## src/rtl/pcma_pkg.sv

```systemverilog
// Shared definitions for the PCMA lock supervisor: mode encodings, mask bit
// positions, supervisor state type and the hypothesis-selection helpers.
package pcma_pkg;

  localparam int unsigned MODE_W = 3;
  localparam int unsigned MASK_W = 2;

  localparam logic [MODE_W-1:0] MODE_NONE = 3'b000;
  localparam logic [MODE_W-1:0] MODE_FM4  = 3'b001;
  localparam logic [MODE_W-1:0] MODE_FM8  = 3'b010;

  localparam int unsigned MASK_FM4 = 0;
  localparam int unsigned MASK_FM8 = 1;

  typedef enum logic [1:0] {
    ST_IDLE,
    ST_FLUSH,
    ST_HUNT,
    ST_LOCKED
  } state_e;

  // First allowed hypothesis, fm4 preferred.
  function automatic logic [MODE_W-1:0] first_mode(input logic [MASK_W-1:0] mask);
    if (mask[MASK_FM4]) begin
      return MODE_FM4;
    end else if (mask[MASK_FM8]) begin
      return MODE_FM8;
    end else begin
      return MODE_NONE;
    end
  endfunction

  // Next hypothesis in the fm4 -> fm8 -> fm4 ring, skipping masked modes.
  function automatic logic [MODE_W-1:0] next_mode(input logic [MODE_W-1:0] cur,
                                                  input logic [MASK_W-1:0] mask);
    if (cur == MODE_FM4) begin
      if (mask[MASK_FM8]) begin
        return MODE_FM8;
      end else if (mask[MASK_FM4]) begin
        return MODE_FM4;
      end else begin
        return MODE_NONE;
      end
    end else begin
      return first_mode(mask);
    end
  endfunction

endpackage

```

## src/rtl/pcma_lock_supervisor_counter.sv

```systemverilog
// Saturating verdict counter with clear, increment and a combinational flag
// that fires on the increment which reaches the threshold.
module pcma_verdict_counter #(
  parameter int unsigned THRESH = 3,
  parameter int unsigned CNT_W  = 4
) (
  input  logic clk,
  input  logic reset_n,
  input  logic i_clr,
  input  logic i_inc,
  output logic o_hit_c
);

  localparam logic [CNT_W-1:0] C_MAX    = '1;
  localparam logic [CNT_W-1:0] C_THRESH = CNT_W'(THRESH);

  logic [CNT_W-1:0] r_count;
  logic [CNT_W-1:0] w_inc_val;

  assign w_inc_val = (r_count == C_MAX) ? r_count : r_count + CNT_W'(1);
  assign o_hit_c   = i_inc && !i_clr && (w_inc_val >= C_THRESH);

  // Clear wins over increment.
  always_ff @(posedge clk) begin
    if (!reset_n) begin
      r_count <= '0;
    end else if (i_clr) begin
      r_count <= '0;
    end else if (i_inc) begin
      r_count <= w_inc_val;
    end
  end

endmodule

```

## src/rtl/pcma_lock_supervisor.sv

```systemverilog
// PCMA lock supervisor: hypothesis sequencing, detector flush, verdict
// hysteresis and watchdog. Optional statistics under PCMA_SUP_STATS_EN.
module pcma_lock_supervisor
  import pcma_pkg::*;
#(
  parameter int unsigned CONFIRM_CNT   = 3,
  parameter int unsigned LOSS_CNT      = 4,
  parameter int unsigned HUNT_TRIES    = 2,
  parameter int unsigned FLUSH_CYCLES  = 8,
  parameter int unsigned TIMEOUT_WIDTH = 20,
  parameter int unsigned CNT_WIDTH     = 4
) (
  input  logic                     clk,
  input  logic                     reset_n,
  input  logic                     en_i,
  input  logic [MASK_W-1:0]        mode_mask_i,
  input  logic [TIMEOUT_WIDTH-1:0] timeout_i,
  input  logic                     det_done_i,
  input  logic                     det_lock_i,
  output logic [MODE_W-1:0]        det_mode_o,
  output logic                     det_rst_n_o,
  output logic                     locked_o,
  output logic [MODE_W-1:0]        locked_mode_o,
  output logic                     busy_o
`ifdef PCMA_SUP_STATS_EN
  ,
  output logic [15:0]              loss_cnt_o,
  output logic [15:0]              hunt_cycles_o
`endif
);

  localparam int unsigned FLUSH_W = (FLUSH_CYCLES > 1) ? $clog2(FLUSH_CYCLES) : 1;
  localparam logic [FLUSH_W-1:0] FLUSH_LAST = FLUSH_W'(FLUSH_CYCLES - 1);

  state_e                   r_state,       w_state_nxt;
  logic [MODE_W-1:0]        r_det_mode,    w_det_mode_nxt;
  logic                     r_det_rst_n,   w_det_rst_n_nxt;
  logic                     r_locked,      w_locked_nxt;
  logic [MODE_W-1:0]        r_locked_mode, w_locked_mode_nxt;
  logic                     r_busy,        w_busy_nxt;
  logic [FLUSH_W-1:0]       r_flush_cnt,   w_flush_cnt_nxt;
  logic [TIMEOUT_WIDTH-1:0] r_wd,          w_wd_nxt;

  logic w_run;
  logic w_active;
  logic w_expire;
  logic w_lock_v;
  logic w_miss_v;
  logic w_in_hunt;
  logic w_in_locked;
  logic w_confirm_hit;
  logic w_miss_hit;
  logic w_loss_hit;
  logic w_advance;

  // A zero mask is handled exactly like a disable.
  assign w_run       = en_i && (mode_mask_i != '0);
  assign w_in_hunt   = w_run && (r_state == ST_HUNT);
  assign w_in_locked = w_run && (r_state == ST_LOCKED);
  assign w_active    = w_in_hunt || w_in_locked;

  // Watchdog expiry is a synthetic no-lock verdict; a real done pulse wins.
  assign w_expire = w_active && (timeout_i != '0) && !det_done_i &&
                    (r_wd >= timeout_i - TIMEOUT_WIDTH'(1));
  assign w_lock_v = w_active && det_done_i && det_lock_i;
  assign w_miss_v = w_active && ((det_done_i && !det_lock_i) || w_expire);

  pcma_verdict_counter #(.THRESH(CONFIRM_CNT), .CNT_W(CNT_WIDTH)) u_confirm (
    .clk     (clk),
    .reset_n (reset_n),
    .i_clr   (!w_in_hunt || w_miss_v),
    .i_inc   (w_in_hunt && w_lock_v),
    .o_hit_c (w_confirm_hit)
  );

  pcma_verdict_counter #(.THRESH(HUNT_TRIES), .CNT_W(CNT_WIDTH)) u_miss (
    .clk     (clk),
    .reset_n (reset_n),
    .i_clr   (!w_in_hunt || w_lock_v),
    .i_inc   (w_in_hunt && w_miss_v),
    .o_hit_c (w_miss_hit)
  );

  pcma_verdict_counter #(.THRESH(LOSS_CNT), .CNT_W(CNT_WIDTH)) u_loss (
    .clk     (clk),
    .reset_n (reset_n),
    .i_clr   (!w_in_locked || w_lock_v),
    .i_inc   (w_in_locked && w_miss_v),
    .o_hit_c (w_loss_hit)
  );

  always_comb begin
    w_wd_nxt = '0;
    if (w_active && !det_done_i && !w_expire && (r_wd != '1)) begin
      w_wd_nxt = r_wd + TIMEOUT_WIDTH'(1);
    end
  end

  // Next-state and next-output logic.
  always_comb begin
    w_state_nxt       = r_state;
    w_det_mode_nxt    = r_det_mode;
    w_det_rst_n_nxt   = r_det_rst_n;
    w_locked_nxt      = r_locked;
    w_locked_mode_nxt = r_locked_mode;
    w_flush_cnt_nxt   = r_flush_cnt;
    w_advance         = 1'b0;

    if (!w_run) begin
      w_state_nxt       = ST_IDLE;
      w_det_mode_nxt    = MODE_NONE;
      w_det_rst_n_nxt   = 1'b0;
      w_locked_nxt      = 1'b0;
      w_locked_mode_nxt = MODE_NONE;
      w_flush_cnt_nxt   = '0;
    end else begin
      case (r_state)
        ST_IDLE: begin
          w_state_nxt     = ST_FLUSH;
          w_det_mode_nxt  = first_mode(mode_mask_i);
          w_det_rst_n_nxt = 1'b0;
          w_flush_cnt_nxt = '0;
        end
        ST_FLUSH: begin
          if (r_flush_cnt == FLUSH_LAST) begin
            w_state_nxt     = ST_HUNT;
            w_det_rst_n_nxt = 1'b1;
          end else begin
            w_flush_cnt_nxt = r_flush_cnt + FLUSH_W'(1);
          end
        end
        ST_HUNT: begin
          if (w_confirm_hit) begin
            w_state_nxt       = ST_LOCKED;
            w_locked_nxt      = 1'b1;
            w_locked_mode_nxt = r_det_mode;
          end else if (w_miss_hit) begin
            w_advance = 1'b1;
          end
        end
        ST_LOCKED: begin
          if (w_loss_hit) begin
            w_locked_nxt      = 1'b0;
            w_locked_mode_nxt = MODE_NONE;
            w_advance         = 1'b1;
          end
        end
        default: begin
          w_state_nxt = ST_IDLE;
        end
      endcase

      if (w_advance) begin
        w_state_nxt     = ST_FLUSH;
        w_det_mode_nxt  = next_mode(r_det_mode, mode_mask_i);
        w_det_rst_n_nxt = 1'b0;
        w_flush_cnt_nxt = '0;
      end
    end

    w_busy_nxt = (w_state_nxt != ST_IDLE);
  end

  always_ff @(posedge clk) begin
    if (!reset_n) begin
      r_state       <= ST_IDLE;
      r_det_mode    <= MODE_NONE;
      r_det_rst_n   <= 1'b0;
      r_locked      <= 1'b0;
      r_locked_mode <= MODE_NONE;
      r_busy        <= 1'b0;
      r_flush_cnt   <= '0;
      r_wd          <= '0;
    end else begin
      r_state       <= w_state_nxt;
      r_det_mode    <= w_det_mode_nxt;
      r_det_rst_n   <= w_det_rst_n_nxt;
      r_locked      <= w_locked_nxt;
      r_locked_mode <= w_locked_mode_nxt;
      r_busy        <= w_busy_nxt;
      r_flush_cnt   <= w_flush_cnt_nxt;
      r_wd          <= w_wd_nxt;
    end
  end

  assign det_mode_o    = r_det_mode;
  assign det_rst_n_o   = r_det_rst_n;
  assign locked_o      = r_locked;
  assign locked_mode_o = r_locked_mode;
  assign busy_o        = r_busy;

`ifdef PCMA_SUP_STATS_EN
  logic [15:0] r_loss_cnt;
  logic [15:0] r_hunt_cycles;
  logic        w_loss_evt;
  logic        w_hunt_adv;

  assign w_loss_evt = w_in_locked && w_loss_hit;
  assign w_hunt_adv = w_in_hunt && w_miss_hit && !w_confirm_hit;

  // Saturating event statistics; only reset clears them.
  always_ff @(posedge clk) begin
    if (!reset_n) begin
      r_loss_cnt    <= '0;
      r_hunt_cycles <= '0;
    end else begin
      if (w_loss_evt && (r_loss_cnt != 16'hFFFF)) begin
        r_loss_cnt <= r_loss_cnt + 16'd1;
      end
      if (w_hunt_adv && (r_hunt_cycles != 16'hFFFF)) begin
        r_hunt_cycles <= r_hunt_cycles + 16'd1;
      end
    end
  end

  assign loss_cnt_o    = r_loss_cnt;
  assign hunt_cycles_o = r_hunt_cycles;
`endif

endmodule

```

## config.mk

```make
export PLATFORM = sky130hd
export DESIGN_NAME = pcma_lock_supervisor
export DESIGN_NICKNAME = d
export VERILOG_FILES = /design/src/rtl/pcma_pkg.sv /design/src/rtl/pcma_lock_supervisor_counter.sv /design/src/rtl/pcma_lock_supervisor.sv
export SDC_FILE = /design/constraint.sdc
export NUM_CORES = 1
export LEC_CHECK = 0
export BUFFER_PORTS_ARGS = -buffer_cell sky130_fd_sc_hd__buf_2
export CAP_MARGIN = 30
export CORE_MARGIN = 4
export CORE_UTILIZATION = 55
export DETAILED_ROUTE_END_ITERATION = 10
export GPL_ROUTABILITY_DRIVEN = 0
export PLACE_DENSITY = 0.84
export SETUP_SLACK_MARGIN = 0.3
export SLEW_MARGIN = 20
export SYNTH_ARGS = -nofsm -noshare
export SYNTH_HDL_FRONTEND = slang
export SYNTH_SLANG_ARGS = --single-unit
```

## constraint.sdc

```tcl
create_clock -name clk -period 5.5 [get_ports clk]
set_input_delay 0.55 -clock clk [delete_from_list [all_inputs] [get_ports clk]]
set_output_delay 0.55 -clock clk [all_outputs]
set_load 0.01 [all_outputs]
```

* Yosys cells after proc, flatten, opt, wreduce, memory -nomap -nowiden
Cells that the tools add are included.
Cells by class: $add $sub $neg 6, $lt $le $gt $ge 4, equality and inequality tests 13, muxes and demuxes 30, bitwise operators 2, reductions and logical operators 51
Operators by type and width (number):
- logical AND 1 bit | 22
- adder 20 x 1 -> 20 bit, second input constant | 1
- greater-or-equal comparator 20 bit | 1
- inequality test 20 bit, second input constant | 1
- nonzero test 20 bit | 1
- subtractor 20 x 1 -> 20 bit, second input constant | 1
- 2-to-1 mux 3 bit | 6
- 2-to-1 mux 2 bit | 7
- adder 4 x 1 -> 4 bit, second input constant | 3
- == test 4 bit, second input constant | 3
- 2-to-1 mux 4 bit | 3
- case mux 3 bit (2 select lines) | 2
- nonzero test 2 bit | 5
- greater-or-equal comparator 4 x 2 -> 1 bit, second input constant | 2
- zero test 1 bit | 8
- 2-to-1 mux 1 bit | 8
- AND reduction 2 bit | 4
- case mux 1 bit (2 select lines) | 3
- case mux 2 bit (3 select lines) | 1
- OR reduction 2 bit | 3
- logical OR 1 bit | 5
- == test 2 bit, second input constant | 2
- greater-or-equal comparator 4 x 3 -> 1 bit, second input constant | 1
- inequality test 2 x 1 -> 1 bit, second input constant | 2
- other kinds (9) | 11
Storage, ports and cells: bits in registers 46, output and inout bits 9, word-level logic and storage cells 117

* Longest topological paths before layout
depth after elaboration 19, depth in mapped cells 13

* Cells and area by module
Synthesis repeated with hierarchy kept, for this count alone.
Unflattened totals: cell total of the unflattened synthesis 351, area total of the unflattened synthesis 2951.6 um2
Modules (own cells, without submodules):
- pcma_lock_supervisor | times used 1, cells an instance 272, area an instance 2287.2 um2, seq. area each 640.6 um2
- pcma_verdict_counter (u_confirm) | times used 1, cells an instance 28, area an instance 229.0 um2, seq. area each 80.1 um2
- pcma_verdict_counter (u_miss) | times used 1, cells an instance 27, area an instance 222.7 um2, seq. area each 80.1 um2
- pcma_verdict_counter (u_loss) | times used 1, cells an instance 24, area an instance 212.7 um2, seq. area each 80.1 um2

* Least setup slack after synthesis
Ideal clock, no wire load.
path kind input-to-reg, from input timeout_i[10], to register r_det_mode[1], in the netlist det_mode_o[1], library setup time 0.121 ns, arrival 3.912 ns, path slack 1.467 ns, stages 11, path through or4_4 > or4_2 > nor3_1 > xnor2_1 > ha_1 > nand4_1 > nor4_1 > nor4b_1 > o21ai_2 > a22oi_4 > mux2_2
Between the ends: longest elaborated chain between the ends 14, elaborated cells on any way between the ends 25, classes of those cells add/sub (1); order compare (1); mux (6); reduce/logical (17)
RTL lines:
- start: declaration | RTL line pcma_lock_supervisor.sv:17 | input logic [TIMEOUT_WIDTH-1:0] timeout_i,
- branches (longest 3 deep; another with subtractor 20 x 1 -> 20 bit)
- logical AND 1 bit (*) | RTL line pcma_lock_supervisor.sv:63 | assign w_expire = w_active && (timeout_i != '0) && !det_done_i &&
- logical OR 1 bit (*) | RTL line pcma_lock_supervisor.sv:66 | assign w_miss_v = w_active && ((det_done_i && !det_lock_i) || w_expire);
- logical AND 1 bit (*) | RTL line pcma_lock_supervisor.sv:66
- logical AND 1 bit / logical OR 1 bit (equally long branches) | RTL line pcma_lock_supervisor.sv:80, pcma_lock_supervisor.sv:71
- logical AND 1 bit / zero test 1 bit (equally long branches) | RTL line pcma_lock_supervisor_counter.sv:21 | assign o_hit_c = i_inc && !i_clr && (w_inc_val >= C_THRESH);
- logical AND 1 bit | RTL line pcma_lock_supervisor_counter.sv:21
- 2-to-1 mux 1 bit / logical AND 1 bit (equally long branches) | RTL line pcma_lock_supervisor.sv:137, pcma_lock_supervisor_counter.sv:21
- 2-to-1 mux 1 bit | RTL line pcma_lock_supervisor.sv:133 | if (w_confirm_hit) begin
- case mux 1 bit (2 select lines) (*) | RTL line pcma_lock_supervisor.sv:117 | case (r_state)
- 2-to-1 mux 1 bit (*) | RTL line pcma_lock_supervisor.sv:109 | if (!w_run) begin
- 2-to-1 mux 3 bit / nonzero test 2 bit (equally long branches)
- end signal: assignment | RTL line pcma_lock_supervisor.sv:176 | r_det_mode <= w_det_mode_nxt;
- end: declaration | RTL line pcma_lock_supervisor.sv:36 | logic [MODE_W-1:0] r_det_mode, w_det_mode_nxt;
Every way passes the cells marked *. The select of a mux whose other input is x is not followed. A chain may end at the register's enable or synchronous reset.

* Worst setup path in the final report
from input timeout_i[2], to register r_wd[14]
Between the ends: longest elaborated chain between the ends 8, elaborated cells on any way between the ends 10, classes of those cells add/sub (1); order compare (1); reduce/logical (8)
RTL lines:
- branches (longest 3 deep; another with subtractor 20 x 1 -> 20 bit)
- logical AND 1 bit (*) | RTL line pcma_lock_supervisor.sv:63
- zero test 1 bit (*) | RTL line pcma_lock_supervisor.sv:94 | if (w_active && !det_done_i && !w_expire && (r_wd != '1)) begin
- logical AND 1 bit (*) (2 in series) | RTL line pcma_lock_supervisor.sv:94
- AND reduction 2 bit (no line) (*)
- end signal: assignment | RTL line pcma_lock_supervisor.sv:182 | r_wd <= w_wd_nxt;
- end: declaration | RTL line pcma_lock_supervisor.sv:42 | logic [TIMEOUT_WIDTH-1:0] r_wd, w_wd_nxt;
Every way passes the cells marked *.

==> metrics.txt <==
# TYPE chip_impl_metric gauge
chip_impl_metric{name="core_area",unit="mm2"} 0.00520
chip_impl_metric{name="critPathArrivalTime",unit="ps"} 4730
chip_impl_metric{name="pin_count",unit=""} 36
chip_impl_metric{name="cts.clk_slew.worst_paths",unit="ps"} 90
chip_impl_metric{name="wire_per_inst",unit="um"} 14.6
chip_impl_metric{name="finalNetCount",unit=""} 445
chip_impl_info{name="setup.worst_path.start_class",value="input pin"} 1
chip_impl_metric{name="preCtsSetupSlack",unit="ps"} 738
chip_impl_metric{name="power_per_cell_area",unit="mW/mm2"} 195
chip_impl_metric{name="synthesis.instances",unit=""} 355
chip_impl_info{name="ys.flop_type",value="dfxtp_1"} 1
chip_impl_metric{name="buffer_ports.inserted",unit=""} 33
chip_impl_info{name="timing.setup.critical_path_class",value="in -> reg"} 1
chip_impl_metric{name="tightestPinTransition",unit="ps"} 889
chip_impl_metric{name="required",unit="ps"} 5660
chip_impl_metric{name="antenna_found_initial",unit=""} 0
chip_impl_metric{name="worst_ir_drop_vdd",unit="mV"} 0.147
chip_impl_metric{name="p_sw_share",unit="%"} 23.1
chip_impl_metric{name="floorplan.die.width",unit="um"} 81.8
chip_impl_metric{name="setup_slack",unit="ps"} 930
chip_impl_metric{name="timing_max_transition_violations_final",unit=""} 0
chip_impl_info{name="clock_tree_from_tritoncts",value="yes"} 1
chip_impl_metric{name="die_h",unit="um"} 81.8
chip_impl_metric{name="synth_cell_types",unit=""} 61
chip_impl_metric{name="number_of_enable_type_register_cells_in_the_synthesized_netlist",unit=""} 0
chip_impl_metric{name="worst_path_largest_cell_delay",unit="ps"} 690
chip_impl_metric{name="cts_max_path_buffers",unit=""} 2
chip_impl_metric{name="design_power_total",unit="mW"} 0.654
chip_impl_metric{name="cellLeakagePower",unit="nW"} 1.25
chip_impl_metric{name="wl",unit="um"} 6740
chip_impl_metric{name="synth_seq_area_share",unit="%"} 29.4
chip_impl_metric{name="numClockSinks",unit=""} 44
chip_impl_metric{name="die-area",unit="mm2"} 0.00669
chip_impl_metric{name="yosysWarnings",unit=""} 0
chip_impl_metric{name="cp_max_fo",unit=""} 20
chip_impl_metric{name="num_vias",unit=""} 2717
chip_impl_metric{name="ctsResizeCount",unit=""} 0
chip_impl_metric{name="grt_pass1_wl",unit="um"} 11200
chip_impl_metric{name="finClkSkew",unit="ps"} 7.96
chip_impl_metric{name="postSynthAreaPerCell",unit="um2"} 8.44
chip_impl_metric{name="combPwrFrac",unit="%"} 8.3
chip_impl_metric{name="clock_tree.htree_level_count",unit=""} 2
chip_impl_metric{name="finalWorstPathRequiredPeriod",unit="ps"} 4570
chip_impl_metric{name="worstSkewPairLatency",unit="ps"} 310
chip_impl_metric{name="grt.overflow.total",unit=""} 0
chip_impl_info{name="status",value="completed"} 1
chip_impl_info{name="cp_slowest_cell",value="nand3b_1"} 1
chip_impl_metric{name="cts_hold_repair_buffers",unit=""} 0
chip_impl_metric{name="synthArstFlopShare",unit="%"} 0
chip_impl_metric{name="grtUsageTotal",unit="%"} 21.1
chip_impl_metric{name="finalHoldWorstSlack",unit="ps"} 462
chip_impl_metric{name="synth.cell_area",unit="mm2"} 0.00300
chip_impl_info{name="timing.critical_path.cells",value="buf_2 -> or3_1 -> nor3_1 -> nand2_1 -> nor4_1 -> xnor2_1 -> ha_1 -> nand4_1 -> nor4_1 -> nor4b_1 -> o21ai_2 -> nand3b_1 -> nor3_1"} 1
chip_impl_metric{name="first_global_vias",unit=""} 2606
chip_impl_info{name="cp_top_family",value="simple AND/OR/NAND/NOR gates"} 1
chip_impl_info{name="rsz0062_at_grt",value="false"} 1
chip_impl_metric{name="detail_route.iter0.violations",unit=""} 128
chip_impl_metric{name="post-route-drc-count",unit=""} 0
chip_impl_metric{name="power.share.clock",unit="%"} 42.6
chip_impl_metric{name="antennaDiodeCount",unit=""} 0
chip_impl_metric{name="path_buf_inv",unit=""} 1
chip_impl_metric{name="area_added_between_synthesis_and_finish",unit="%"} 11.8
chip_impl_metric{name="layout_cells_sized_above_1",unit="%"} 14.6
chip_impl_metric{name="post-cts-setup-buffer-count",unit=""} 0
chip_impl_metric{name="placement_rows",unit=""} 26
chip_impl_metric{name="totalNegativeSetupSlack",unit="ps"} 0
chip_impl_metric{name="hpwlAfterDp",unit="um"} 5250
chip_impl_metric{name="max_slew_margin",unit="%"} 40.5
chip_impl_metric{name="synth.ff_latch_count",unit=""} 44
chip_impl_metric{name="avgViaCountPerCell",unit=""} 5.91
chip_impl_metric{name="finalHoldViolations",unit=""} 0
chip_impl_metric{name="fmaxAchievable",unit="GHz"} 0.219
chip_impl_metric{name="power.share.sequential",unit="%"} 49.2
chip_impl_metric{name="maxCapViolCount",unit=""} 0
chip_impl_info{name="cp-end-kind",value="flip-flop"} 1
chip_impl_metric{name="grt_max_degree",unit=""} 21
chip_impl_metric{name="layout_worst_path_cycle_share",unit="%"} 83.1
chip_impl_metric{name="antenna_left",unit=""} 0
chip_impl_metric{name="total_switching_power",unit="mW"} 0.151
chip_impl_metric{name="initial_core_util",unit="%"} 57.6
chip_impl_metric{name="numCtsBuffers",unit=""} 5
chip_impl_metric{name="internal-power",unit="mW"} 0.503
chip_impl_info{name="clk_root_buffer_cell",value="clkbuf_8"} 1
chip_impl_info{name="hp-class",value="reg -> reg"} 1
chip_impl_metric{name="detail_route.first_pass.iterations",unit=""} 5
chip_impl_metric{name="final_setup_fails",unit=""} 0
## layout by cell type, fill, tap and decap left out, types with 2 or more instances in the layout
cell,instances
dfxtp_1,44
nand2_1,33
buf_2,33
nor3_1,29
ha_1,29
nor2_1,23
xnor2_1,21
nand3_1,18
xor2_1,16
a21oi_1,16
inv_1,14
o21ai_0,12
and3_1,7
mux2i_1,7
clkbuf_8,7
nand4_1,6
a211oi_1,6
nor4_1,5
nand2b_1,4
a22oi_1,4
or3_1,3
a21o_1,3
o211ai_1,2
or2_2,2
a31oi_1,2
o21a_1,2
and2_1,2
a21boi_0,2
nand3b_1,2
nor3b_1,2
o22ai_1,2
conb_1,2
## layout make-up
| class | instances | area (um2) |
|---|---|---|
| Multi-Input combinational cell | 290 | 2030 |
| Fill cell | 451 | 1850 |
| Sequential cell | 44 | 881 |
| Timing Repair Buffer | 34 | 176 |
| Clock buffer | 7 | 96.3 |
| Tap cell | 70 | 87.6 |
| Inverter | 14 | 52.6 |
| Clock inverter | 1 | 30.0 |
## state kept, by name (all words and copies together), names as in the netlist
name / cells
r_wd: 20
u_confirm.r_count: 4
u_loss.r_count: 4
u_miss.r_count: 4
r_flush_cnt: 3
det_mode_o: 2
locked_mode_o: 2
r_state: 2
busy_o: 1
det_rst_n_o: 1
locked_o: 1
## power by group through the flow
stage / registers [mW] / logic (mW) / clock network [mW]
floorplan: 0.328 / 0.0310 / 0
global placement: 0.329 / 0.0512 / 0
detailed placement: 0.329 / 0.0534 / 0
CTS: 0.321 / 0.0538 / 0.277
global route: 0.322 / 0.0605 / 0.290
finish: 0.322 / 0.0541 / 0.278
## synth_stat cells (3+ instances only)
library cell,number,area [um2]
a22oi_1,4,30.0
dfxtp_1,44,881
o21ai_0,12,60.1
ha_1,29,363
nand4_1,6,37.5
or3_1,3,18.8
and3_1,7,43.8
inv_1,14,52.6
a211oi_1,6,45.0
nor2_1,23,86.3
nand2b_1,4,25.0
nor4_1,5,31.3
xor2_1,16,140
nand3_1,18,90.1
nand2_1,33,124
mux2i_1,7,70.1
a21o_1,3,22.5
xnor2_1,21,184
nor3_1,29,145
clkbuf_1,4,15.0
a21oi_1,16,80.1
## per-stage QoR
step                      area [um2]  std cells  utilization [%]
after floorplan                 3000        356                -
after global placement          3210        451             61.7
after detailed placement        3220        452             61.9
after CTS                       3350        460             64.4
after global routing            3350        460             64.4
final                           3350        460             64.4
## metal layers
metal | track usage, % | wire length, um | vias to the layer above
li1 | - | - | 1356
met2 | 38.6 | 3380 | 60
met3 | 3.73 | 265 | 17
met4 | 7.14 | 142 | 0
met1 | 24.6 | 2950 | 1284
met5 | 0 | 0 | -
## kinds of logic (layout without fill, tap and decap cells)
logic type | Yosys count | after routing | synth area share [%]
xor gates and xnor gates | 37 | 37 | 10.8
adders and majority gates | 29 | 29 | 12.1
DFF | 44 | 44 | 29.4
AOI/OAI and AO/OA | 67 | 67 | 16.4
muxes | 8 | 8 | 2.71
and+or+nand+nor | 147 | 147 | 25.4
other | 1 | 2 | 0.125
buffers and inverters | 22 | 56 | 3.09
## worst register-to-register path, cell delays in order (launching register included)
cell      delay (ps)
dfxtp_1          360
ha_1             330
nand4_1          170
nor4_1           470
nor4b_1          480
o21ai_2          260
nand3b_1         690
nor3_1           150
## path summary, 6_finish.rpt
path / startpoint / end / slack [ps] / cells past startpoint
min reg2reg: locked_o / locked_o / 460 / 2
min: locked_o / locked_o / 460 / 2
max: timeout_i[2] / r_wd[14] / 930 / 13
max reg2reg: r_wd[17] / r_wd[14] / 2440 / 7
(Power assumes the default switching activity.)
